--- src/rtl/regfile_sb_pkg.sv ---
// Shared RV32I core types: register index and data word definitions.
// Latency: n/a (types and constants only).
// Backpressure: n/a.
package rv32i_pkg;

    localparam int REG_ADDR_W = 5;
    localparam int NUM_REGS   = 32;

    typedef logic [REG_ADDR_W-1:0] reg_addr_t;
    typedef logic [31:0]           word_t;

endpackage

--- src/rtl/regfile_sb_if.sv ---
// Register file bus: two read ports, issue (busy set) and writeback channels.
// Latency: reads combinational; issue/writeback take effect at the next rising edge.
// Backpressure: none; issue and writeback are single-cycle pulses, consumer stalls on busy.
// Ports: master = decode/issue/writeback side, slave = register file.
interface regfile_sb_if
    import rv32i_pkg::*;
#(
    parameter int WIDTH = 32
);
    reg_addr_t            i_rs1_addr;
    reg_addr_t            i_rs2_addr;
    logic [WIDTH-1:0]     o_rs1_data;
    logic [WIDTH-1:0]     o_rs2_data;
    logic                 o_rs1_busy;
    logic                 o_rs2_busy;
    logic                 i_issue_en;
    reg_addr_t            i_issue_rd;
    logic                 i_wb_en;
    reg_addr_t            i_wb_rd;
    logic [WIDTH-1:0]     i_wb_data;
    logic [NUM_REGS-1:0]  o_busy_mask;

    modport master (
        output i_rs1_addr, i_rs2_addr, i_issue_en, i_issue_rd,
               i_wb_en, i_wb_rd, i_wb_data,
        input  o_rs1_data, o_rs2_data, o_rs1_busy, o_rs2_busy, o_busy_mask
    );

    modport slave (
        input  i_rs1_addr, i_rs2_addr, i_issue_en, i_issue_rd,
               i_wb_en, i_wb_rd, i_wb_data,
        output o_rs1_data, o_rs2_data, o_rs1_busy, o_rs2_busy, o_busy_mask
    );

endinterface

--- src/rtl/regfile_sb_read_port.sv ---
// One combinational read port: 32:1 data/busy select, x0 forced to zero/not busy.
// Latency: zero (purely combinational from address to data/busy).
// Backpressure: none; busy output is what the hazard logic uses to stall.
// Ports: addr in; bank/busy_vec stored state in; wb_*/issue_* for the optional
// same-cycle bypass (macro REGFILE_BYPASS_EN); data/busy out.
module regfile_read_port
    import rv32i_pkg::*;
#(
    parameter int WIDTH = 32
) (
    input  reg_addr_t                      addr,
    input  logic [NUM_REGS-1:0][WIDTH-1:0] bank,
    input  logic [NUM_REGS-1:0]            busy_vec,
    input  logic                           wb_en,
    input  reg_addr_t                      wb_rd,
    input  logic [WIDTH-1:0]               wb_data,
    input  logic                           issue_en,
    input  reg_addr_t                      issue_rd,
    output logic [WIDTH-1:0]               data,
    output logic                           busy
);

`ifdef REGFILE_BYPASS_EN
    logic wb_hit;
    assign wb_hit = wb_en && (wb_rd != '0) && (wb_rd == addr);

    always_comb begin
        data = '0;
        busy = 1'b0;
        if (addr != '0) begin
            if (wb_hit) begin
                // Writeback retires the producer this cycle, unless a newer
                // producer for the same register issues alongside it.
                data = wb_data;
                busy = issue_en && (issue_rd == addr);
            end else begin
                data = bank[addr];
                busy = busy_vec[addr];
            end
        end
    end
`else
    // Bypass inputs are only consumed by the bypass build.
    logic unused_bypass;
    assign unused_bypass = ^{wb_en, wb_rd, wb_data, issue_en, issue_rd};

    always_comb begin
        data = '0;
        busy = 1'b0;
        if (addr != '0) begin
            data = bank[addr];
            busy = busy_vec[addr];
        end
    end
`endif

endmodule

--- src/rtl/regfile_sb.sv ---
// RV32I integer register file x1..x31 with a per-register pending-write busy bit.
// Latency: reads combinational; writes and busy updates visible the cycle after.
// Backpressure: none; busy bits tell operand selection to stall.
// Ports: i_clk, i_rst_n (async active-low), bus (regfile_sb_if.slave).
// Option: REGFILE_BYPASS_EN forwards same-cycle writeback data to the read ports.
module regfile_sb
    import rv32i_pkg::*;
#(
    parameter int WIDTH = 32
) (
    input  logic          i_clk,
    input  logic          i_rst_n,
    regfile_sb_if.slave   bus
);

    // x0 has no storage; index 0 of the read bank is tied to zero.
    logic [WIDTH-1:0]               regs [1:NUM_REGS-1];
    logic [NUM_REGS-1:1]            busy_q;
    logic [NUM_REGS-1:0][WIDTH-1:0] bank;
    logic [NUM_REGS-1:0]            busy_vec;

    always_ff @(posedge i_clk or negedge i_rst_n) begin
        if (!i_rst_n) begin
            for (int i = 1; i < NUM_REGS; i++) begin
                regs[i] <= '0;
            end
        end else if (bus.i_wb_en && (bus.i_wb_rd != '0)) begin
            regs[bus.i_wb_rd] <= bus.i_wb_data;
        end
    end

    // Set has priority over clear: an issue in the same cycle as a writeback
    // to the same rd means a newer producer is now outstanding.
    always_ff @(posedge i_clk or negedge i_rst_n) begin
        if (!i_rst_n) begin
            busy_q <= '0;
        end else begin
            for (int i = 1; i < NUM_REGS; i++) begin
                if (bus.i_issue_en && (bus.i_issue_rd == reg_addr_t'(i))) begin
                    busy_q[i] <= 1'b1;
                end else if (bus.i_wb_en && (bus.i_wb_rd == reg_addr_t'(i))) begin
                    busy_q[i] <= 1'b0;
                end
            end
        end
    end

    always_comb begin
        bank[0] = '0;
        for (int i = 1; i < NUM_REGS; i++) begin
            bank[i] = regs[i];
        end
    end

    assign busy_vec        = {busy_q, 1'b0};
    assign bus.o_busy_mask = busy_vec;

    regfile_read_port #(.WIDTH(WIDTH)) u_rd1 (
        .addr     (bus.i_rs1_addr),
        .bank     (bank),
        .busy_vec (busy_vec),
        .wb_en    (bus.i_wb_en),
        .wb_rd    (bus.i_wb_rd),
        .wb_data  (bus.i_wb_data),
        .issue_en (bus.i_issue_en),
        .issue_rd (bus.i_issue_rd),
        .data     (bus.o_rs1_data),
        .busy     (bus.o_rs1_busy)
    );

    regfile_read_port #(.WIDTH(WIDTH)) u_rd2 (
        .addr     (bus.i_rs2_addr),
        .bank     (bank),
        .busy_vec (busy_vec),
        .wb_en    (bus.i_wb_en),
        .wb_rd    (bus.i_wb_rd),
        .wb_data  (bus.i_wb_data),
        .issue_en (bus.i_issue_en),
        .issue_rd (bus.i_issue_rd),
        .data     (bus.o_rs2_data),
        .busy     (bus.o_rs2_busy)
    );

endmodule
--- src/flat_wrapper.sv ---
// flat-port wrapper written by rule: the top's interface ports become plain ports
module regfile_sb_flat import rv32i_pkg::*;
#(
    parameter int WIDTH = 32
)
  (i_clk, i_rst_n, bus_i_rs1_addr, bus_i_rs2_addr, bus_i_issue_en, bus_i_issue_rd, bus_i_wb_en, bus_i_wb_rd, bus_i_wb_data, bus_o_rs1_data, bus_o_rs2_data, bus_o_rs1_busy, bus_o_rs2_busy, bus_o_busy_mask);
  regfile_sb_if #(.WIDTH(WIDTH)) bus_i ();
  input  logic i_clk;
  input  logic i_rst_n;
  input wire logic [$bits(bus_i.i_rs1_addr)-1:0] bus_i_rs1_addr;
  input wire logic [$bits(bus_i.i_rs2_addr)-1:0] bus_i_rs2_addr;
  input wire logic [$bits(bus_i.i_issue_en)-1:0] bus_i_issue_en;
  input wire logic [$bits(bus_i.i_issue_rd)-1:0] bus_i_issue_rd;
  input wire logic [$bits(bus_i.i_wb_en)-1:0] bus_i_wb_en;
  input wire logic [$bits(bus_i.i_wb_rd)-1:0] bus_i_wb_rd;
  input wire logic [$bits(bus_i.i_wb_data)-1:0] bus_i_wb_data;
  output wire logic [$bits(bus_i.o_rs1_data)-1:0] bus_o_rs1_data;
  output wire logic [$bits(bus_i.o_rs2_data)-1:0] bus_o_rs2_data;
  output wire logic [$bits(bus_i.o_rs1_busy)-1:0] bus_o_rs1_busy;
  output wire logic [$bits(bus_i.o_rs2_busy)-1:0] bus_o_rs2_busy;
  output wire logic [$bits(bus_i.o_busy_mask)-1:0] bus_o_busy_mask;
  assign bus_i.i_rs1_addr = bus_i_rs1_addr;
  assign bus_i.i_rs2_addr = bus_i_rs2_addr;
  assign bus_i.i_issue_en = bus_i_issue_en;
  assign bus_i.i_issue_rd = bus_i_issue_rd;
  assign bus_i.i_wb_en = bus_i_wb_en;
  assign bus_i.i_wb_rd = bus_i_wb_rd;
  assign bus_i.i_wb_data = bus_i_wb_data;
  assign bus_o_rs1_data = bus_i.o_rs1_data;
  assign bus_o_rs2_data = bus_i.o_rs2_data;
  assign bus_o_rs1_busy = bus_i.o_rs1_busy;
  assign bus_o_rs2_busy = bus_i.o_rs2_busy;
  assign bus_o_busy_mask = bus_i.o_busy_mask;
  regfile_sb #(.WIDTH(WIDTH)) u_core (.i_clk(i_clk), .i_rst_n(i_rst_n), .bus(bus_i));
endmodule
--- config.mk ---
export PLATFORM = sky130hd
export DESIGN_NAME = regfile_sb_flat
export DESIGN_NICKNAME = d
export VERILOG_FILES = /design/src/rtl/regfile_sb_pkg.sv /design/src/rtl/regfile_sb_if.sv /design/src/rtl/regfile_sb_read_port.sv /design/src/rtl/regfile_sb.sv /design/src/flat_wrapper.sv
export SDC_FILE = /design/constraint.sdc
export NUM_CORES = 2
export LEC_CHECK = 0
export CAP_MARGIN = 30
export CORE_MARGIN = 3
export CORE_UTILIZATION = 41
export CTS_BUF_LIST = sky130_fd_sc_hd__clkbuf_8
export CTS_CLUSTER_SIZE = 10
export DETAILED_ROUTE_END_ITERATION = 10
export PLACE_DENSITY = 0.57
export SLEW_MARGIN = 20
export SYNTH_ARGS = -nofsm -noshare
export SYNTH_HDL_FRONTEND = slang
export SYNTH_HIERARCHICAL = 1
export SYNTH_SLANG_ARGS = --single-unit
--- constraint.sdc ---
create_clock -name i_clk -period 4.8 [get_ports i_clk]
set_clock_uncertainty 0.2 [all_clocks]
set_input_delay 0.72 -clock i_clk [delete_from_list [all_inputs] [get_ports i_clk]]
set_output_delay 0.72 -clock i_clk [all_outputs]
set_load 0.02 [all_outputs]
==> metrics.md <==
| Metric | Value |
|---|---|
| Final global-route overflow total | `0` |
| Top post-synthesis cells by area | `sky130_fd_sc_hd__dfrtp_1 (46%), sky130_fd_sc_hd__mux2_2 (20%), sky130_fd_sc_hd__mux4_2 (17%)` |
| Min cycle time layout | `4.40 ns` |
| Final setup violation count | `0` |
| I/O Buffers | `152` |
| Critical Path End Type | `output pin` |
| Library cells used by synthesis | `50` |
| Clock Path Buffers | `3` |
| Proportion of synthesized chip area in sequential cells | `0.457` |
| Area growth from synthesis to layout | `14.4%` |
| Endpoint of the lowest-slack register-to-register path | `u_core/bank[317]` |
| Syn_area_per_cell | `around 15 um2` |
| Routed vias | `36.4k` |
| Total number of nets in the final design | `3940` |
| Number of slew-limit violations in the final report | `0` |
| FF+latch count, synth | `1023` |
| Leakage power total | `27.8 nW` |
| Vias in the first global route | `37.8k` |
| Number of enable flip-flop cells after synthesis | `0` |
| Library cell with the highest instance count after synthesis | `sky130_fd_sc_hd__dfrtp_1` |
| Drt total wl | `186 mm` |
| Worst path arrival time | `around 3.5 ns` |
| Worst Setup Path Type | `primary input to output pin` |
| Violation count after the first detailed-routing iteration | `2752` |
| Area of the die | `0.141 mm2` |
| Largest net degree at the start of global routing | `99` |
| Register-to-register path setup slack | `3.77 ns` |
| Cell count of the worst reg-to-reg path | `1` |
| Worst rel slew slack | `0.298` |
| Vert. Die Dim | `376 um` |
| Met3 wire length | `10.3 mm` |
| Power density over the cells | `399 mW/mm2` |
| Worst hold slack | `0.215 ns` |
| GRT Util Overall | `0.265` |
| Worst endpoint required time | `3.88 ns` |
| Clock tree root buffer cell | `sky130_fd_sc_hd__clkbuf_8` |
| Detailed-route vias per instance | `6.28` |
| Wire length of the first global-routing pass | `273 mm` |
| Number of sinks driven by the clock tree | `a little over 1k` |
| Routed met2 length | `89.3 mm` |
| Synth Cell Area | `~0.056 mm2` |
| Inserted Clock Buffers | `181` |
| Final TNS setup | `0 ns` |
| Routed length on met1 | `78.6 mm` |
| Cell type with the highest aggregate area in the netlist | `sky130_fd_sc_hd__dfrtp_1` |
| Number of max-capacitance violations reported | `0` |
| Most instantiated cells after synthesis | `sky130_fd_sc_hd__dfrtp_1 (1023), sky130_fd_sc_hd__mux2_2 (994), sky130_fd_sc_hd__mux4_2 (426)` |
| Routed length per instance | `about 32 um` |
| Post-route antenna net violation count | `0` |
| Worst Hold Class | `primary input to async pin` |
| Count of mapped cells out of synthesis | `3694` |
| Outcome | `complete, no violations` |
| Placeable Area | `~0.14 mm2` |
| Share of synthesized flip-flops with an asynchronous set or reset | `1.00` |
| DRC violations left | `0` |
| Clock slew at the register clock pins of the worst setup and hold paths | `0.06 ns` |
| Clock tree from TritonCTS | `done` |
| Synth warn | `6` |
| Number of rows created at floorplan | `135` |
| Crit Path Max Fanout | `16` |
| Final hold vios | `0` |
| Area fraction of the dominant cell type after synthesis | `0.457` |
| Share of the clock period used by the worst path after layout | `0.916` |
| Layout cells sized above 1 | `0.502` |
| Worst-Skew Late Latency | `0.88 ns` |
| Effective utilization at floorplan | `0.413` |
| Die W | `376 um` |
| Top routing layer in use | `met5` |
| Unrepaired setup endpoints after global routing | `no` |
| Main flop type after synthesis | `sky130_fd_sc_hd__dfrtp_1` |
| Antenna violations before repair | `9` |
| Highest achievable clock rate | `between 0.2 and 0.25 GHz` |
| Sort of element at the start of the critical path | `primary input` |
| TritonRoute pass-1 iters | `6` |
| Detailed placer's ending HPWL | `108 mm` |
| H-tree Lvls | `4` |
| Worst reg2reg path startpoint | `u_core/bank[317]` |
| RePlAce Congestion | `just under 0.8` |
| Ports | `between 150 and 200` |
| Slew at the pin closest to its max-slew limit | `1.05 ns` |
| Worst voltage drop across the vdd grid | `287 uV` |
==> metal layers <==
metal | GRT usage | vias to the layer above
li1 | - | 14800
met1 | 0.356 | 19900
met2 | 0.429 | 1295
met3 | 0.0394 | 425
met4 | 0.112 | 2
met5 | 0 | -
==> cells by family after synthesis <==
family                 share of synthesized area
buffers and inverters                     0.0427
AND/OR/NAND/NOR                           0.0187
flip-flops                                 0.457
multiplexers                               0.427
other                                  0.0000669
AO/OA/AOI/OAI                             0.0546
==> area by class of cell <==
class | instances | area [um2]
antenna | 8 | 20.0
clock buffer | 236 | 3250
clock inverter | 79 | 415
fill | 11900 | 71600
inverter | 5 | 23.8
multi-input combinational | 2322 | 28500
sequential | 1023 | 25600
tap | 1781 | 2230
timing repair buffer | 351 | 3990
==> sequential cells by signal (all words and copies together) (netlist names) <==
register       flops
u_core/busy_q     31
u_core/bank      992
==> metrics by stage <==
step | cell area (um2) | setup WS (ns) | utilization | cells | power, mW
CTS | 64000 | 0.398 | 0.472 | 5790 | 25.7
global placement | 59800 | 0.419 | 0.441 | 5446 | 17.2
detailed placement | 60300 | 0.399 | 0.444 | 5474 | 17.4
floorplan | 56300 | 1.59 | - | 3760 | 15.5
finish | 64100 | 0.404 | 0.472 | 5805 | 25.6
global route | 64100 | 0.357 | 0.472 | 5802 | 26.8
==> placed cells by master, fill, tap and decap left out, drive strengths merged, types with 50 or more instances in the layout <==
cell           instances
mux4                 462
o21ai                133
a311oi                66
buf                  228
a22oi                 66
mux2i                132
clkbuf               236
dfrtp               1023
conb                  67
inv                   57
a211oi                66
nor2b                 74
clkdlybuf4s50        122
a221oi                50
mux2                1058
==> critical path, cell delays in order <==
cell,delay [ns]
sky130_fd_sc_hd__buf_8,0.22
sky130_fd_sc_hd__buf_4,0.38
sky130_fd_sc_hd__or4_4,0.40
sky130_fd_sc_hd__buf_4,0.36
sky130_fd_sc_hd__o21ai_0,0.14
sky130_fd_sc_hd__a311oi_1,0.49
sky130_fd_sc_hd__clkdlybuf4s50_1,0.72
==> report_power, final <==
group          internal (mW)  switching (mW)  leakage (nW)
clock network           4.48            3.81          2.07
logic                   3.42            2.29          12.6
registers               10.3            1.23          13.1
==> how the worst max path moves through the flow <==
stage                            from                  to  slack, ns  cells past startpoint
global route        bus_i_rs1_addr[1]   bus_o_rs1_data[4]       0.36                      8
CTS                 bus_i_rs1_addr[1]   bus_o_rs1_data[0]       0.40                      7
detailed placement  bus_i_rs1_addr[1]   bus_o_rs1_data[0]       0.40                      7
finish              bus_i_rs2_addr[1]   bus_o_rs2_data[5]       0.40                      7
global placement    bus_i_rs1_addr[1]   bus_o_rs1_data[0]       0.42                      7
floorplan           bus_i_rs1_addr[1]  bus_o_rs1_data[10]       1.59                      7
==> timing repair <==
action,CTS,global route
resized for setup,0,0
buffers inserted,0,0
hold buffers,1,0
hold endpoints to repair,73,0
Power figures use the tool's default switching activity.
